===== src/rtl/mci_boot_seq.sv =====
// mci_boot_seq: ordered multi-stage boot sequencer with a per-stage req/done
// handshake, per-stage bypass, a watchdog timeout, MCU reset release at a
// chosen stage, and hitless MCU reset pulses after boot completes.
module mci_boot_seq #(
  parameter int NUM_STAGES     = 8,
  parameter int STG_W          = $clog2(NUM_STAGES),
  parameter int MCU_STAGE      = 4,
  parameter int MCU_RST_CYCLES = 10,
  parameter int TIMEOUT_W      = 16
) (
  input  logic                  clk,
  input  logic                  rst_b,
  input  logic                  boot_start,
  input  logic [NUM_STAGES-1:0] stage_bypass,
  input  logic [TIMEOUT_W-1:0]  timeout_limit,
  output logic [NUM_STAGES-1:0] stage_req,
  input  logic [NUM_STAGES-1:0] stage_done,
  input  logic                  mcu_update_req,
  output logic                  mcu_rst_b,
  output logic [2:0]            boot_state,
  output logic [STG_W-1:0]      cur_stage,
  output logic                  boot_done,
  output logic                  boot_err,
  output logic [STG_W-1:0]      err_stage,
  output logic [7:0]            update_count
);

  typedef enum logic [2:0] {
    ST_IDLE    = 3'd0,
    ST_RUN     = 3'd1,
    ST_DONE    = 3'd2,
    ST_RST_MCU = 3'd3,
    ST_ERROR   = 3'd4
  } state_e;

  // Down-counter width large enough to hold MCU_RST_CYCLES-1 (at least 1 bit).
  localparam int RC_W = $clog2(MCU_RST_CYCLES + 1);
  localparam logic [STG_W-1:0] LAST_STAGE = STG_W'(NUM_STAGES - 1);
  localparam logic [STG_W-1:0] MCU_STG    = STG_W'(MCU_STAGE);
  localparam logic [RC_W-1:0]  RC_LOAD    = RC_W'(MCU_RST_CYCLES - 1);

  state_e                  state_q, state_d;
  logic [STG_W-1:0]        cur_stage_q, cur_stage_d;
  logic [STG_W-1:0]        err_stage_q, err_stage_d;
  logic                    mcu_rst_b_q, mcu_rst_b_d;
  logic [7:0]              update_count_q, update_count_d;
  logic [TIMEOUT_W-1:0]    tmo_cnt_q, tmo_cnt_d;
  logic [TIMEOUT_W-1:0]    limit_q, limit_d;
  logic [NUM_STAGES-1:0]   bypass_q, bypass_d;
  logic [RC_W-1:0]         rst_cnt_q, rst_cnt_d;

  logic                    stg_bypassed;
  logic                    stg_done;
  logic [NUM_STAGES-1:0]   req_onehot;

  // Decode of the current stage from registered state only.
  always_comb begin
    stg_bypassed = bypass_q[cur_stage_q];
    stg_done     = stage_done[cur_stage_q];
    req_onehot   = NUM_STAGES'(1) << cur_stage_q;
  end

  // Next-state and datapath update for the boot FSM.
  always_comb begin
    state_d        = state_q;
    cur_stage_d    = cur_stage_q;
    err_stage_d    = err_stage_q;
    mcu_rst_b_d    = mcu_rst_b_q;
    update_count_d = update_count_q;
    tmo_cnt_d      = tmo_cnt_q;
    limit_d        = limit_q;
    bypass_d       = bypass_q;
    rst_cnt_d      = rst_cnt_q;

    unique case (state_q)
      ST_IDLE: begin
        if (boot_start) begin
          state_d     = ST_RUN;
          cur_stage_d = '0;
          tmo_cnt_d   = '0;
          bypass_d    = stage_bypass;
          limit_d     = timeout_limit;
        end
      end

      ST_RUN: begin
        // A bypassed stage always advances after one cycle; otherwise done
        // takes priority over a timeout landing in the same cycle.
        if (stg_bypassed || stg_done) begin
          tmo_cnt_d = '0;
          if (cur_stage_q == LAST_STAGE) begin
            state_d = ST_DONE;
          end else begin
            cur_stage_d = cur_stage_q + STG_W'(1);
          end
        end else if (limit_q != '0) begin
          if (tmo_cnt_q == limit_q - TIMEOUT_W'(1)) begin
            state_d     = ST_ERROR;
            err_stage_d = cur_stage_q;
          end else begin
            tmo_cnt_d = tmo_cnt_q + TIMEOUT_W'(1);
          end
        end
      end

      ST_DONE: begin
        if (mcu_update_req) begin
          state_d     = ST_RST_MCU;
          mcu_rst_b_d = 1'b0;
          rst_cnt_d   = RC_LOAD;
        end
      end

      ST_RST_MCU: begin
        if (rst_cnt_q == '0) begin
          state_d     = ST_DONE;
          mcu_rst_b_d = 1'b1;
          if (update_count_q != 8'hFF) begin
            update_count_d = update_count_q + 8'd1;
          end
        end else begin
          rst_cnt_d = rst_cnt_q - RC_W'(1);
        end
      end

      ST_ERROR: begin
        // Terminal until reset; everything holds.
      end

      default: begin
        state_d = ST_IDLE;
      end
    endcase

    // MCU reset is released on the edge that first makes MCU_STAGE current.
    if (state_d == ST_RUN && cur_stage_d == MCU_STG) begin
      mcu_rst_b_d = 1'b1;
    end
  end

  // State and datapath registers with asynchronous active-low reset.
  always_ff @(posedge clk or negedge rst_b) begin
    if (!rst_b) begin
      state_q        <= ST_IDLE;
      cur_stage_q    <= '0;
      err_stage_q    <= '0;
      mcu_rst_b_q    <= 1'b0;
      update_count_q <= '0;
      tmo_cnt_q      <= '0;
      limit_q        <= '0;
      bypass_q       <= '0;
      rst_cnt_q      <= '0;
    end else begin
      state_q        <= state_d;
      cur_stage_q    <= cur_stage_d;
      err_stage_q    <= err_stage_d;
      mcu_rst_b_q    <= mcu_rst_b_d;
      update_count_q <= update_count_d;
      tmo_cnt_q      <= tmo_cnt_d;
      limit_q        <= limit_d;
      bypass_q       <= bypass_d;
      rst_cnt_q      <= rst_cnt_d;
    end
  end

  // Outputs are decoded from registered state.
  always_comb begin
    stage_req    = (state_q == ST_RUN && !stg_bypassed) ? req_onehot : '0;
    mcu_rst_b    = mcu_rst_b_q;
    boot_state   = state_q;
    cur_stage    = cur_stage_q;
    boot_done    = (state_q == ST_DONE) || (state_q == ST_RST_MCU);
    boot_err     = (state_q == ST_ERROR);
    err_stage    = err_stage_q;
    update_count = update_count_q;
  end

endmodule


===== config.mk =====
export PLATFORM = sky130hd
export DESIGN_NAME = mci_boot_seq
export DESIGN_NICKNAME = d
export VERILOG_FILES = /design/src/rtl/mci_boot_seq.sv
export SDC_FILE = /design/constraint.sdc
export NUM_CORES = 1
export LEC_CHECK = 0
export CAP_MARGIN = 5
export CORE_MARGIN = 2
export CORE_UTILIZATION = 38
export CTS_BUF_LIST = sky130_fd_sc_hd__clkbuf_16
export DETAILED_ROUTE_END_ITERATION = 8
export GPL_TIMING_DRIVEN = 0
export HOLD_SLACK_MARGIN = 0.12
export PLACE_DENSITY = 0.63
export SYNTH_ARGS = -nofsm -noshare
export SYNTH_HDL_FRONTEND = slang
export SYNTH_SLANG_ARGS = --single-unit

===== constraint.sdc =====
create_clock -name clk -period 7.5 [get_ports clk]
set_input_delay 1.875 -clock clk [delete_from_list [all_inputs] [get_ports clk]]
set_output_delay 1.875 -clock clk [all_outputs]
set_load 0.05 [all_outputs]

Word-level counts from Yosys, hierarchy flattened --
Index checks and enable logic that the tools add are counted. Widths: inputs -> output; s select.
Word-level totals: bits in registers 62, word-level logic and storage cells 79, bits of input ports 36, output and inout bits 28
Operators by class: $add $sub $neg 5, reductions and logical operators 17, bitwise gates (word level) 1, multiplexer cells 29, shift-type cells 1, equality and inequality tests 16, order comparisons 1
Operators with widths (number):
- $mux 16 | 4
- $pmux 16 s2 | 1
- $mux 3 | 10
- $add 16x1->16 const B | 1
- $eq 16x16->1 | 1
- $reduce_bool 16->1 | 1
- $sub 16x1->16 const B | 1
- $pmux 3 s5 | 1
- $ne 3x3->1 const B | 4
- $eq 3x3->1 const B | 3
- $reduce_and 3->1 | 3
- $add 8x1->8 const B | 1
- $mux 4 | 2
- $mux 8 | 1
- $ne 8x8->1 const B | 1
- $pmux 4 s2 | 1
- $reduce_and 4->1 | 2
- $shl 1x3->8 const A | 1
- $bmux 1 s3 | 2
- $eq 3x1->1 const B | 2
- $eq 3x2->1 const B | 2
- $ne 2x2->1 const B | 3
- $pmux 3 s2 | 1
- $mux 1 | 5
- 13 further kinds | 16

Logic depth before layout (Yosys ltp) --
Gate-level depths: netlist (run 1).
depth in word-level cells 10, depth in mapped cells 12, mapped depth without buffers 9

Least setup slack after synthesis (run 1) --
Ideal clock, no wire load.
path type reg2out, start point register state_q[0] (netlist: boot_state[0]), end point output stage_req[7], data required time 5.625 ns, cell stages (with the launch flop) 5, slack 3.016 ns, arrival 2.609 ns, buffers on the path 2, cell sequence dfrtp_1 > clkbuf_1 > or3b_2 > clkbuf_1 > nor3_1
On the way: cells in the longest elaborated chain, start to end 3
Ends and longest elaborated chain:
- start: declaration | line 42 | state_e state_q, state_d;
- start signal: assignment | line 154 | state_q <= state_d;
- $eq 3x1->1 | line 168 | stage_req = (state_q == ST_RUN && !stg_bypassed) ? req_onehot : '0;
- $logic_and 1x1->1 | line 168
- $mux 8 | line 168
- end: declaration | line 16 | output logic [NUM_STAGES-1:0] stage_req,
No other way between the ends.

Worst setup path after layout (run 1) --
start point register state_q[0] (netlist: boot_state[0]), end point output stage_req[1]
Same word-level chain as after synthesis.

==> impl_metrics.toml, run 1 <==
[power]
pwr-share-seq_pct = 29.7
peakVddDrop_v = 0.000155
intPower_w = 0.00109
leakage_nw = 2.02
p_per_area_nw_per_um2 = 366
combPwrFrac_pct = 45.7
p_sw_w = 0.000772
swShare_pct = 41.5
clockPowerShare_pct = 24.6

[critical_path]
arrival_ns = 2.98
path_max_fanout = 10
worst_path_max_delay_cell = "clkdlybuf4s50_1"
cp_top_family = "buffers and inverters"
critPathRequiredTime_ns = 5.62
regToRegStartpoint = "limit_q[0]$_DFFE_PN0P_"
start_kind = "register"
cp.depth = 6
end_kind = "output pin"
crit_type = "register to output pin"
cp-endpoint = "stage_req[1]"
rrSetupSlack_ns = 4.21
crit_chain = "clkbuf_1, or3b_2, clkbuf_1, nor3_1, and2_1, clkdlybuf4s50_1"
max_stage_delay_ns = 0.80
r2r_cells = 10
critPathMostFrequentCell = "clkbuf_1"
crit_buf_inv = 3
r2r_end = "err_stage[0]$_DFFE_PN0P_"
critPathLaunch = "boot_state[0]$_DFF_PN0_"

[grt]
gr-total-overflow = 0
antenna_found_initial = 0
grt_pass1_wl_mm = 15.7
grt_max_degree = 63
grt_pass1_vias = 3196
gr-usage-all-layers_pct = 17.6

[outcome]
outcome = "complete, no violations"

[detailed_routing]
drc_errors = 0
drt_iter0_markers = 157
wl_mm = 9.61
post_drt_via_cell_ratio = 5.45
postRouteAntennaNets = 0
vias = 3321
dr.pass1.iters = 5
wl_per_cell_um = 15.8

[floorplanning]
rows = 37
die-area_um2 = 11200
die_w_um = 106
start_util_pct = 38.6
core-area_um2 = 10200
ios = 64
dieHeight_um = 106

[synth]
syn_inst = 394
synth.most_common_cell = "dfrtp_1"
yosysTopAreaCellShare_pct = 39.3
synthDistinctLibCells = 66
async_flop_share_pct = 100
ys_ff_latch = 62
synthTopCellsByCount = "dfrtp_1 (62), nor2_1 (32), nand2_1 (26)"
synth_fp_nets = 439
synth_edf_count = 0
ys_seq_area_share_pct = 39.3
synth.area.top_cells = "dfrtp_1 (39%), mux2_2 (6.8%), xnor2_1 (3.3%)"
synth_warnings = 0
yosysTopAreaCell = "dfrtp_1"
synth_ff_type = "dfrtp_1"
syn_avg_cell_area_um2 = 10.0
syn-cell-area_um2 = 3950

[timing]
layout_min_cycle_time_ns = 4.86
skew_ns = 0.0119
max_slew_margin_pct = 47.3
report.final.slew_viol_count = 0
setup_tns_ns = 0
worstMarginPinSlew_ns = 0.791
clock.fmax_mhz = 206
rsz0062_at_grt = "false"
min_period_over_period_pct = 64.8
hold_viol_final = 0
hold-worst-slack_ns = 0.495
setup_viol = 0

[place]
postPlaceCellArea_um2 = 4750
io_buffers = 63
gp_congestion = 0.864
hpwl_mm = 7.09

[flow_run]
drv_cap = 0

[final_layout]
synthToLayoutAreaGrowth_pct = 28.5
fillers = 951
stdcell_area_um2 = 5080
drive_gt1_share_pct = 15.9
diodes = 0
nets = 513

[clock_tree]
clk_latency_ns = 0.34
h-tree-depth = 3
cts_buffers = 9
path_clk_slew_ns = 0.06
cts_hold_buf = 0
post-cts-setup-buffers = 0
cts.sink_count = 62
cts_root_buffer = "clkbuf_16"
clk_path_buf_depth = 2
cts_tree = "done"
cts_resized = 0

[worst_hold_path]
hp-class = "register to register"
==> logic make-up (layout without fill, tap and decap cells) <==
group	count (synthesis)	in the layout	synth area share, %
compound gates	80	80	14.1
mux	35	35	11.3
simple gates	154	154	23.3
fa+ha+maj	9	9	2.85
xor+xnor	26	26	5.76
buf+inv	28	107	3.51
flops	62	62	39.3
==> power groups by stage <==
stage               sequential, W  clock (W)  combinational [W]
global route             0.000571   0.000485           0.000924
global placement         0.000556          0           0.000824
finish                   0.000553   0.000458           0.000849
floorplan                0.000579          0           0.000588
detailed placement       0.000560          0           0.000842
CTS                      0.000554   0.000466           0.000848
==> per-stage QoR <==
step | util, % | instances | power [W] | worst slack [ns]
floorplan | - | 394 | 0.00117 | 3.02
global placement | 46.5 | 593 | 0.00138 | 2.45
detailed placement | 46.4 | 593 | 0.00140 | 2.96
CTS | 49.6 | 609 | 0.00187 | 2.64
global route | 49.6 | 609 | 0.00198 | 2.47
finish | 49.6 | 609 | 0.00186 | 2.64
==> cell type report <==
cell class | count | area [um2] | area share [%]
Timing Repair Buffer | 63 | 628 | 12.4
Tap cell | 136 | 170 | 3.35
Clock buffer | 9 | 225 | 4.43
Sequential cell | 62 | 1550 | 30.5
Multi-Input combinational cell | 304 | 2260 | 44.5
Buffer | 15 | 90.1 | 1.77
Clock inverter | 7 | 103 | 2.02
Inverter | 13 | 48.8 | 0.961
==> registers in the layout (all words and copies together) (netlist names) <==
name and count:
tmo_cnt_q 16, rst_cnt_q 4, mcu_rst_b 1, boot_state 3, err_stage 3, cur_stage 3, limit_q 16, update_count 8
bypass_q 8
==> layout by cell type, fill, tap and decap left out, types with 5 or more instances in the layout <==
master           instances
nand4_1                  7
a21oi_1                 10
mux2_2                  24
nor4_1                   5
o21ai_0                 18
a31oi_1                  6
o31ai_1                 16
nand2_1                 26
inv_1                   13
xnor2_1                 15
clkdlybuf4s50_1         62
clkbuf_16                9
and2_1                  10
dfrtp_1                 62
nor2_1                  32
nand3_1                 16
nor3b_1                  5
clkbuf_1                 6
nor3_1                   9
ha_1                     9
xor2_1                  11
and3_1                   7
==> worst min path at each step <==
stage          cells after the start  slack, ns                         from                          end
4_1_cts                            1       0.51  update_count[5]$_DFFE_PN0P_  update_count[5]$_DFFE_PN0P_
3_3_place_gp                       1       0.48  update_count[5]$_DFFE_PN0P_  update_count[5]$_DFFE_PN0P_
2_1_floorplan                      1       0.48    tmo_cnt_q[15]$_DFFE_PN0P_    tmo_cnt_q[15]$_DFFE_PN0P_
5_1_grt                            1       0.52  update_count[5]$_DFFE_PN0P_  update_count[5]$_DFFE_PN0P_
6_report                           1       0.49  update_count[5]$_DFFE_PN0P_  update_count[5]$_DFFE_PN0P_
3_5_place_dp                       1       0.50  update_count[5]$_DFFE_PN0P_  update_count[5]$_DFFE_PN0P_
==> worst reg2reg max path, stage by stage, from the launching register on <==
cell,delay (ns)
dfrtp_1,0.44
inv_1,0.10
ha_1,0.19
buf_2,0.22
nor4bb_1,0.36
o211ai_1,0.15
a2111o_1,0.42
nor4b_2,0.42
nand4_2,0.18
nor3b_4,0.35
mux2_4,0.33
==> routing by layer <==
layer | vias up | routed length [um] | global-route usage (%)
met5 | - | 0 | 0
met4 | 0 | 154 | 6.95
met3 | 12 | 320 | 2.82
met2 | 81 | 4620 | 29.1
met1 | 1604 | 4510 | 23.3
li1 | 1624 | - | -
Note: power is estimated with default switching activity, not from simulation.
==> run 2: changes to the inputs <==
- clock period: 7.5 -> 5 ns (I/O delays scaled with it)
==> results of run 2 <==
The final DEF is identical to that of run 1. Status: complete, no violations.
Among the figures that moved: setup slack after placement 2.96 ns -> 1.09 ns; setup slack after layout 2.64 ns -> 0.766 ns; register-to-register setup slack 4.21 ns -> 1.71 ns; total power 0.00186 W -> 0.00279 W; worst IR drop on VDD 0.000155 V -> 0.000232 V
